File: src/rtl/seq_generator.sv
// Serial pattern transmitter: shifts a PAT_W-bit pattern out MSB-first, repeating
// a latched number of frames with optional idle gap cycles between frames.
module seq_generator #(
  parameter int               PAT_W    = 4,
  parameter logic [PAT_W-1:0] PATTERN  = 4'b1011,
  parameter int               CNT_W    = 8,
  parameter int               GAP_W    = 4,
  parameter logic             IDLE_BIT = 1'b0
) (
  input  logic             clk,
  input  logic             reset,
  input  logic             start,
  input  logic             abort,
  input  logic             use_pat_in,
  input  logic [PAT_W-1:0] pat_in,
  input  logic [CNT_W-1:0] repeat_cnt,
  input  logic [GAP_W-1:0] gap_cycles,
  output logic             seq_out,
  output logic             seq_valid,
  output logic             frame_start,
  output logic             busy,
  output logic             done,
  output logic [1:0]       dbg_state
);

  localparam int IDX_W = $clog2(PAT_W);
  localparam logic [IDX_W-1:0] IDX_MSB = IDX_W'(PAT_W - 1);

  typedef enum logic [1:0] {S_IDLE = 2'd0, S_SHIFT = 2'd1, S_GAP = 2'd2} state_t;

  // seq_valid marks every cycle whose seq_out is a pattern bit; there is no
  // back-pressure, so a receiver must consume the bit in the cycle it is valid.
  state_t             r_state, w_state;
  logic [PAT_W-1:0]   r_pat, w_pat;
  logic [IDX_W-1:0]   r_idx, w_idx;
  logic [CNT_W-1:0]   r_frames, w_frames;
  logic [GAP_W-1:0]   r_gap_len, w_gap_len;
  logic [GAP_W-1:0]   r_gap_cnt, w_gap_cnt;
  logic               r_out, w_out;
  logic               r_valid, w_valid;
  logic               r_fs, w_fs;
  logic               r_busy, w_busy;
  logic               r_done, w_done;

  logic [PAT_W-1:0]   w_sel_pat;
  logic [IDX_W-1:0]   w_idx_m1;
  logic [CNT_W-1:0]   w_frames_m1;

  assign w_sel_pat   = use_pat_in ? pat_in : PATTERN;
  assign w_idx_m1    = r_idx - 1'b1;
  assign w_frames_m1 = r_frames - 1'b1;

  always_comb begin
    w_state   = r_state;
    w_pat     = r_pat;
    w_idx     = r_idx;
    w_frames  = r_frames;
    w_gap_len = r_gap_len;
    w_gap_cnt = r_gap_cnt;
    w_out     = IDLE_BIT;
    w_valid   = 1'b0;
    w_fs      = 1'b0;
    w_busy    = 1'b0;
    w_done    = 1'b0;
    case (r_state)
      S_IDLE: begin
        if (start && !abort) begin
          if (repeat_cnt == '0) begin
            w_done = 1'b1;
          end else begin
            w_state   = S_SHIFT;
            w_pat     = w_sel_pat;
            w_frames  = repeat_cnt;
            w_gap_len = gap_cycles;
            w_idx     = IDX_MSB;
            w_out     = w_sel_pat[PAT_W-1];
            w_valid   = 1'b1;
            w_fs      = 1'b1;
            w_busy    = 1'b1;
          end
        end
      end
      S_SHIFT: begin
        if (abort) begin
          w_state   = S_IDLE;
          w_pat     = '0;
          w_idx     = '0;
          w_frames  = '0;
          w_gap_len = '0;
          w_gap_cnt = '0;
        end else if (r_idx != '0) begin
          w_idx   = w_idx_m1;
          w_out   = r_pat[w_idx_m1];
          w_valid = 1'b1;
          w_busy  = 1'b1;
        end else begin
          // LSB just went out: this edge closes the frame
          w_frames = w_frames_m1;
          if (w_frames_m1 == '0) begin
            w_state = S_IDLE;
            w_done  = 1'b1;
          end else if (r_gap_len == '0) begin
            w_idx   = IDX_MSB;
            w_out   = r_pat[PAT_W-1];
            w_valid = 1'b1;
            w_fs    = 1'b1;
            w_busy  = 1'b1;
          end else begin
            w_state   = S_GAP;
            w_gap_cnt = r_gap_len - 1'b1;
            w_busy    = 1'b1;
          end
        end
      end
      S_GAP: begin
        if (abort) begin
          w_state   = S_IDLE;
          w_pat     = '0;
          w_idx     = '0;
          w_frames  = '0;
          w_gap_len = '0;
          w_gap_cnt = '0;
        end else if (r_gap_cnt == '0) begin
          w_state = S_SHIFT;
          w_idx   = IDX_MSB;
          w_out   = r_pat[PAT_W-1];
          w_valid = 1'b1;
          w_fs    = 1'b1;
          w_busy  = 1'b1;
        end else begin
          w_gap_cnt = r_gap_cnt - 1'b1;
          w_busy    = 1'b1;
        end
      end
      default: w_state = S_IDLE;
    endcase
  end

  always_ff @(posedge clk or posedge reset) begin
    if (reset) begin
      r_state   <= S_IDLE;
      r_pat     <= '0;
      r_idx     <= '0;
      r_frames  <= '0;
      r_gap_len <= '0;
      r_gap_cnt <= '0;
      r_out     <= IDLE_BIT;
      r_valid   <= 1'b0;
      r_fs      <= 1'b0;
      r_busy    <= 1'b0;
      r_done    <= 1'b0;
    end else begin
      r_state   <= w_state;
      r_pat     <= w_pat;
      r_idx     <= w_idx;
      r_frames  <= w_frames;
      r_gap_len <= w_gap_len;
      r_gap_cnt <= w_gap_cnt;
      r_out     <= w_out;
      r_valid   <= w_valid;
      r_fs      <= w_fs;
      r_busy    <= w_busy;
      r_done    <= w_done;
    end
  end

  assign seq_out     = r_out;
  assign seq_valid   = r_valid;
  assign frame_start = r_fs;
  assign busy        = r_busy;
  assign done        = r_done;
  assign dbg_state   = r_state;

endmodule

File: config.mk
export PLATFORM = sky130hd
export DESIGN_NAME = seq_generator
export DESIGN_NICKNAME = d
export VERILOG_FILES = /design/src/rtl/seq_generator.sv
export SDC_FILE = /design/constraint.sdc
export NUM_CORES = 1
export LEC_CHECK = 0
export ABC_AREA = 1
export CAP_MARGIN = 25
export CORE_MARGIN = 2
export CORE_UTILIZATION = 41
export DETAILED_ROUTE_END_ITERATION = 16
export SYNTH_ARGS = -nofsm -noshare
export SYNTH_HDL_FRONTEND = slang
export SYNTH_SLANG_ARGS = --single-unit
export TNS_END_PERCENT = 100
File: constraint.sdc
create_clock -name clk -period 2.42 [get_ports clk]
set_clock_uncertainty 0.05 [all_clocks]
set_input_delay 0.484 -clock clk [delete_from_list [all_inputs] [get_ports clk]]
set_output_delay 0.484 -clock clk [all_outputs]
set_load 0.03 [all_outputs]
==> results of run 1 <==
-- registers in the layout, summed over array words and instances (netlist names), 2 cells and up --
name,cells
r_idx,2
dbg_state,2
r_gap_cnt,4
r_pat,4
r_gap_len,4
r_frames,8
-- power by group through the flow --
stage	Combinational, mW	Sequential, mW	Clock (mW)
after global placement	2.01	0.879	0
after CTS	2.04	0.872	0.406
final	2.02	0.875	0.394
after global routing	2.31	0.907	0.428
after detailed placement	2.02	0.881	0
after floorplan	1.38	0.934	0
-- cells in the final DEF, fill, tap and decap left out, types with 6 or more instances in the layout --
cell type / instances
dfrtp_1: 29
nor2_1: 28
nand4_1: 7
ha_1: 10
buf_4: 9
o21ai_1: 6
nand2_1: 44
nor2_2: 6
o21ai_0: 20
inv_1: 39
nand3_1: 22
a21oi_1: 11
clkdlybuf4s50_1: 27
-- critical path, delay by kind of cell, from the launching register on --
kind,cells,cell delay (ps)
buffers and inverters,1,190
flip-flops,1,400
XOR/XNOR,1,170
adder cells (fa/ha/maj),1,280
AND/OR/NAND/NOR,7,830
-- kinds of logic (layout without fill, tap and decap cells) --
family | after synthesis | in the layout
DFF | 29 | 29
xor gates and xnor gates | 4 | 4
and+or+nand+nor | 118 | 118
adders and majority gates | 10 | 10
AOI/OAI and AO/OA | 50 | 50
buffers and inverters | 44 | 85
-- final cells by class --
type | count | area [um2] | area share [%]
Multi-Input combinational cell | 182 | 992 | 42.0
Sequential cell | 29 | 726 | 30.7
Timing Repair Buffer | 36 | 338 | 14.3
Inverter | 41 | 154 | 6.52
Clock buffer | 5 | 68.8 | 2.91
Tap cell | 52 | 65.1 | 2.76
Clock inverter | 3 | 17.5 | 0.742
-- per-stage QoR --
stage | worst slack, ps | std cells | total power, mW | hold slack [ps] | area, um2
2_1_floorplan | 356 | 255 | 2.32 | 392 | 1890
3_3_place_gp | 268 | 340 | 2.89 | 414 | 2270
3_5_place_dp | 233 | 340 | 2.90 | 415 | 2270
4_1_cts | 423 | 348 | 3.31 | 428 | 2360
5_1_grt | 176 | 348 | 3.65 | 486 | 2360
6_report | 406 | 348 | 3.29 | 422 | 2360
-- metal layers --
metal | vias to the layer above | part of all wire [%]
li1 | 920 | -
met1 | 813 | 50
met2 | 25 | 45
met3 | 6 | 3.5
met4 | 0 | 1.2
met5 | - | 0
-- path summary, 6_finish.rpt --
path                        startpoint  slack, ps            to  cells past startpoint
max                        r_frames[0]        410  dbg_state[1]                     10
min                           r_idx[1]        420      r_idx[1]                      2
max reg2reg                r_frames[0]        410  dbg_state[1]                     10
min reg2reg                   r_idx[1]        420      r_idx[1]                      2
max in group asynchronous        reset       1640       seq_out                      3
min in group asynchronous        reset        470          done                      3
==> results_dict.tcl, run 1 <==
set metrics [dict create \
    cap_viol_max_count 0 \
    routedWlPerCell_um 12.9 \
    initial_core_util_pct 43.0 \
    synth_commonest_cells "nand2_1 (44), inv_1 (39), dfrtp_1 (29)" \
    use_met2_pct 29.2 \
    cts_setup_buffers 0 \
    synth_edf_count 0 \
    path_class "reg2reg" \
    antenna_found_initial 0 \
    grt.busiest_layer "met2" \
    die_y_um 71.8 \
    cp-start-kind "flop" \
    synthXorXnorAreaFrac_pct 1.86 \
    drc 0 \
    vias_per_cell 5.07 \
    antennaDiodeCount 0 \
    worstPathCellList "inv_1 > ha_1 > xnor2_1 > nand3_1 > nor2_2 > nand3_4 > nand2_1 > nand3_1 > nand2_1 > nand2_1" \
    synth-simple-area-share_pct 29.1 \
    syn_area_per_cell_um2 7.39 \
    root_buffer "clkbuf_8" \
    synthArstFlopShare_pct 100 \
    hold_violations 0 \
    grt_start_max_net_pins 17 \
    yosys-top-cells-area "dfrtp_1 (38%), nand2_1 (8.8%), inv_1 (7.8%)" \
    port_buffers 27 \
    yosysMostFrequentCell "nand2_1" \
    synthAdderAreaFrac_pct 6.64 \
    pwr-share-comb_pct 61.5 \
    met3_usage_pct 4.78 \
    slew_viol_final 0 \
    cts_tree "done" \
    final_util_pct 53.9 \
    ys_seq_area_share_pct 38.5 \
    ir_drop_uv 569 \
    first_pass_iters 4 \
    synth_compound_area_share_pct 15.1 \
    gr-total-overflow 0 \
    seqPwrFrac_pct 26.6 \
    worstPathArrival_ps 2140 \
    tightest_slew_ps 378 \
    synth_area_leader_cell "dfrtp_1" \
    layout.nets 326 \
    p_clk_share_pct 12.0 \
    swShare_pct 48.4 \
    p_leak_nw 1.12 \
    setup_viol_count_final 0 \
    slew_headroom_pct 74.6 \
    rows 24 \
    cts_resized 0 \
    max_freq_ghz 0.496 \
    rsz0062_at_grt "no" \
    synth_cell_types 32 \
    synthCells 255 \
    synthFlopType "dfrtp_1" \
    p_int_mw 1.70 \
    die_area_mm2 0.00516 \
    top_level_ports 28 \
    num_vias 1764 \
    critPathMaxStageDelay_ps 400 \
    period_needed_ps 2010 \
    p_sw_mw 1.59 \
    fin_crit_sh_pct 83.2 \
    area_delta_synth_final_pct 25.2 \
    n_fill_cell 432 \
    drtIter0Drc 42 \
    numClockSinks 29 \
    status "complete, no violations" \
    ys_warn_count 0 \
    coreArea_mm2 0.00438 \
    power_density_mw_per_mm2 1390 \
    fin_tns_setup_ps 0 \
    synth-seq-cells 29 \
    cts.clk_slew.worst_paths_ps 70 \
    use_met1_pct 26.6 \
    wirelength_um 4500 \
    crit_top_cell "nand2_1" \
    gp_congestion 0.949 \
    clockBufferDepth 2 \
    grt_pass1_vias 1683 \
    hold_path.class "reg2reg" \
    syn-num-nets 286 \
    required_ps 2540 \
    grt_usage_pct 19.0 \
    hpwlAfterDp_um 3530 \
    cts_made_buffers 5 \
    end_kind "flop" \
    critPathSlowestCell "dfrtp_1" \
    synth.top_cell.area_share_pct 38.5 \
    ant_nets 0 \
    h-tree-depth 2 \
    clock_latency_ps 280 \
    synth_top_family_by_area "simple AND/OR/NAND/NOR gates" \
    crit_fanout 6 \
    netlist_area_mm2 0.00189 \
    grt_pass1_wl_um 7650 \
    die_x_um 71.8 \
    cts_hold_buf 0 \
    synthMuxAreaShare_pct 0 \
    drive_above_1_share_pct 10.1 \
]
Power figures use the tool's default switching activity.
==> run 2, diff against run 1 <==
==> constraint.sdc (replaced) <==
create_clock -name clk -period 2 [get_ports clk]
set_clock_uncertainty 0.05 [all_clocks]
set_input_delay 0.4 -clock clk [delete_from_list [all_inputs] [get_ports clk]]
set_output_delay 0.4 -clock clk [all_outputs]
set_load 0.03 [all_outputs]
==> run 2 against run 1 <==
  * First-iteration DRC count grew 110%
  * Largest power group unchanged
  * Final area rose by 6.3%
  * Clock power up 38%
  * Critical path type is now reg2out
  * Cell count increased by 3.4%
  * Via count rose by 1.3%
  * Count of clock-buffer cells in the layout is 2 higher
  * Sequential power rose by 20%
  * Routed wire length grew 1.1%
==> results_dict.tcl, run 2 (synthesized netlist as in run 1, its figures left out) <==
set metrics [dict create \
    drive_above_1_share_pct 14.6 \
    cts_made_buffers 5 \
    cts_resized 0 \
    r2r_start "r_frames[1]" \
    setup_viol_count_final 0 \
    path_class "reg2out" \
    hpwlAfterDp_um 3530 \
    register_area_um2 726 \
    slew_viol_final 0 \
    period_needed_ps 1870 \
    drc 0 \
    place_ws_ps -100 \
    hold_path.class "in2async" \
    drtIter0Drc 90 \
    multi_input_area_mm2 0.00102 \
    cap_viol_max_count 0 \
    cts.clk_slew.worst_paths_ps 70 \
    cts_setup_buffers 0 \
    cts_hold_buf 0 \
    end_kind "output port" \
    rsz0062_at_grt "no" \
    grt_pass1_vias 1704 \
    hold_violations 0 \
    fin_tns_setup_ps 0 \
    r2r_setup_slack_ps 170 \
    ir_drop_uv 635 \
    coreArea_mm2 0.00438 \
    final_util_pct 57.2 \
    wirelength_um 4550 \
    die_y_um 71.8 \
    area_delta_synth_final_pct 33.1 \
    die_x_um 71.8 \
    rows 24 \
    place_inst 352 \
    gr-total-overflow 0 \
    tightest_slew_ps 369 \
    largest_register_ffs 8 \
    clock_latency_ps 280 \
    grt_usage_pct 19.4 \
    crit_fanout 4 \
    initial_core_util_pct 43.0 \
    status "complete, no violations" \
    num_vias 1787 \
    port_buffers 27 \
    rr_endpoint "r_gap_cnt[1]" \
    die_area_mm2 0.00516 \
    required_ps 1550 \
    gp_congestion 0.894 \
    routedWlPerCell_um 12.6 \
    worstPathArrival_ps 1420 \
    final_common_cell "nand2_1" \
    largest-register "r_frames" \
    grt_start_max_net_pins 30 \
    top_level_ports 28 \
    layout_common_cells "nand2_1 (44), inv_1 (39), dfrtp_1 (29)" \
    vias_per_cell 4.96 \
    cts_tree "done" \
    n_fill_cell 413 \
    antennaDiodeCount 0 \
    ant_nets 0 \
    final_cells 360 \
    clockBufferDepth 2 \
    power_density_mw_per_mm2 1710 \
    cp-start-kind "flop" \
    fin_crit_sh_pct 93.3 \
    antenna_found_initial 0 \
    numClockSinks 29 \
    slew_headroom_pct 75.4 \
    h-tree-depth 2 \
    root_buffer "clkbuf_8" \
    layout.nets 338 \
    setup_ws_ps 133 \
    grt_pass1_wl_um 7810 \
    max_freq_ghz 0.536 \
    first_pass_iters 4 \
    r2r_cells 10 \
    p_leak_nw 1.20 \
]
-- run 2: worst max-delay path, stage by stage, from the launching register on --
cell             delay (ps)
dfrtp_1                 340
buf_4                   130
clkdlybuf4s50_1         660
-- run 2: report_power, final --
part	leakage (nW)	internal, mW	switching, mW
combinational	0.774	1.11	1.58
sequential	0.368	0.857	0.198
clock	0.0542	0.311	0.234
-- run 2: worst max path at each step --
stage / start / end / slack [ps] / cells past startpoint
4_1_cts: r_frames[1] / dbg_state[0] / 110 / 10
5_1_grt: r_frames[1] / r_gap_cnt[3] / 20 / 9
6_report: dbg_state[1] / dbg_state[1] / 130 / 2
3_3_place_gp: repeat_cnt[7] / r_idx[0] / -50 / 10
2_1_floorplan: dbg_state[0] / r_gap_cnt[0] / 30 / 7
3_5_place_dp: repeat_cnt[7] / r_idx[0] / -100 / 10
-- run 2: routing by layer --
layer / wire length, um / global-route usage, % / up-vias
met4: 54 / 6.92 / 0
li1: - / - / 943
met5: 0 / 0 / -
met2: 2060 / 29.5 / 26
met3: 132 / 3.80 / 5
met1: 2300 / 27.4 / 813
-- run 2: cell type report --
class                           instances  area share [%]
Tap cell                               52            2.59
Inverter                               41            6.13
Multi-Input combinational cell        182            40.8
Sequential cell                        29            28.9
Clock buffer                            7            3.84
Clock inverter                          1           0.199
Timing Repair Buffer                   48            17.5
-- run 2: through the flow --
step | power, mW | instance area [um2] | hold WS (ps)
6_report | 4.29 | 2510 | 428
3_3_place_gp | 3.65 | 2380 | 404
5_1_grt | 4.71 | 2510 | 444
2_1_floorplan | 2.82 | 1890 | 392
4_1_cts | 4.24 | 2480 | 434
3_5_place_dp | 3.68 | 2380 | 419
==> run 3, diff against run 2 <==
--- a/config.mk
+++ b/config.mk
@@ -7,7 +7,7 @@
 export LEC_CHECK = 0
 export ABC_AREA = 1
 export CAP_MARGIN = 25
-export CORE_MARGIN = 2
+export CORE_MARGIN = 1.5
 export CORE_UTILIZATION = 41
 export DETAILED_ROUTE_END_ITERATION = 16
 export SYNTH_ARGS = -nofsm -noshare
==> run 3 against run 2 <==
  * Total power decreased by 2.4%
  * Non-clock buffer count did not move
  * Routed wire length shrank 5.4%
  * Combinational power about the same
  * Largest power group unchanged
==> results_dict.tcl, run 3 (synthesized netlist as in run 1, its figures left out) <==
set metrics [dict create \
    top_level_ports 28 \
    grt.busiest_layer "met2" \
    setup_viol_count_final 0 \
    num_vias 1781 \
    p_clk_share_pct 11.4 \
    hold_path.class "in2async" \
    numClockSinks 29 \
    register_area_um2 726 \
    power_density_mw_per_mm2 1680 \
    cp-start-kind "flop" \
    pwr-share-comb_pct 63.5 \
    gp_congestion 0.899 \
    die_x_um 70.8 \
    clock_latency_ps 280 \
    cts_hold_buf 0 \
    worstPathArrival_ps 1420 \
    setup_ws_ps 129 \
    crit_family "buffers and inverters" \
    use_met2_pct 28.2 \
    period_needed_ps 1870 \
    die_area_mm2 0.00501 \
    layout_common_cells "nand2_1 (43), inv_1 (39), dfrtp_1 (29)" \
    drtIter0Drc 108 \
    antennaDiodeCount 0 \
    end_kind "output port" \
    final_common_cell "nand2_1" \
    place_inst 352 \
    multi_input_area_mm2 0.00102 \
    path_class "reg2out" \
    coreArea_mm2 0.00438 \
    grt_start_max_net_pins 30 \
    wirelength_um 4300 \
    clockBufferDepth 2 \
    p_int_mw 2.23 \
    path_buf_inv 2 \
    p_sw_mw 1.95 \
    tightest_slew_ps 377 \
    final_cells 359 \
    hold_violations 0 \
    rsz0062_at_grt "no" \
    h-tree-depth 2 \
    die_y_um 70.8 \
    p_leak_nw 1.19 \
    status "complete, no violations" \
    grt_pass1_vias 1656 \
    slew_headroom_pct 74.8 \
    layout.nets 338 \
    antenna_found_initial 0 \
    r2r_start "r_frames[1]" \
    met3_usage_pct 5.41 \
    ant_nets 0 \
    n_fill_cell 414 \
    fin_crit_sh_pct 93.6 \
    critPathMaxStageDelay_ps 660 \
    first_pass_iters 5 \
    r2r_cells 10 \
    cts_made_buffers 5 \
    required_ps 1550 \
    grt_usage_pct 19.2 \
    cap_viol_max_count 0 \
    largest_register_ffs 8 \
    cts_tree "done" \
    slew_viol_final 0 \
    hpwlAfterDp_um 3430 \
    cts.clk_slew.worst_paths_ps 60 \
    seqPwrFrac_pct 25.1 \
    root_buffer "clkbuf_8" \
    vias_per_cell 4.96 \
    rr_endpoint "r_gap_cnt[1]" \
    area_delta_synth_final_pct 32.2 \
    use_met1_pct 26.9 \
    initial_core_util_pct 43.0 \
    max_freq_ghz 0.534 \
    swShare_pct 46.7 \
    rows 24 \
    drive_above_1_share_pct 14.3 \
    gr-total-overflow 0 \
    grt_pass1_wl_um 7560 \
    drc 0 \
    crit_fanout 4 \
    ir_drop_uv 664 \
    critPathSlowestCell "clkdlybuf4s50_1" \
    port_buffers 27 \
    r2r_setup_slack_ps 170 \
    worstPathCellList "buf_4 > clkdlybuf4s50_1" \
    largest-register "r_frames" \
    place_ws_ps -68.7 \
    routedWlPerCell_um 12.0 \
]
-- run 3: power groups by stage --
stage	logic (mW)	clock network [mW]	registers, mW
2_1_floorplan	1.69	0	1.13
3_3_place_gp	2.60	0	1.05
3_5_place_dp	2.62	0	1.05
4_1_cts	2.62	0.497	1.05
5_1_grt	3.03	0.523	1.08
6_report	2.66	0.476	1.05
-- run 3: through the flow --
step                cell area, um2  setup TNS [ps]  util [%]  hold WS [ps]  power, mW
floorplan                     1890               0         -           392       2.82
global placement              2380            -133      54.4           407       3.65
detailed placement            2380            -192      54.4           437       3.67
CTS                           2470               0      56.3           446       4.17
global route                  2490               0      56.8           465       4.63
finish                        2490               0      56.8           444       4.19
-- run 3: how the worst max path moves through the flow --
stage | startpoint | to | slack, ps | cells after the start
4_1_cts | r_frames[0] | dbg_state[0] | 100 | 10
3_5_place_dp | repeat_cnt[7] | r_idx[1] | -70 | 10
2_1_floorplan | dbg_state[0] | r_gap_cnt[0] | 30 | 7
5_1_grt | r_frames[1] | r_gap_cnt[2] | 1 | 10
6_report | dbg_state[1] | dbg_state[1] | 130 | 2
3_3_place_gp | repeat_cnt[7] | r_idx[0] | -50 | 10
-- run 3: routing by layer --
layer,share of wire [%],wire [um],up-vias
met5,0,0,-
met4,1.5,66,0
met3,4.9,210,6
met2,43,1840,41
met1,51,2180,783
li1,-,-,951
-- run 3: area by class of cell --
cell class	instances	share of cell area [%]
Clock buffer	7	3.46
Inverter	41	6.17
Multi-Input combinational cell	182	41.0
Sequential cell	29	29.1
Tap cell	52	2.61
Timing Repair Buffer	48	17.7
-- run 3: timing repair --
item	CTS	global route
gates resized for setup	0	4
setup buffers	0	0
endpoints found under the setup margin	0	9
-- run 3: tightest hold or removal path, cell delays in order --
cell	delay (ps)
clkdlybuf4s50_1	390
inv_1	50
buf_4	340
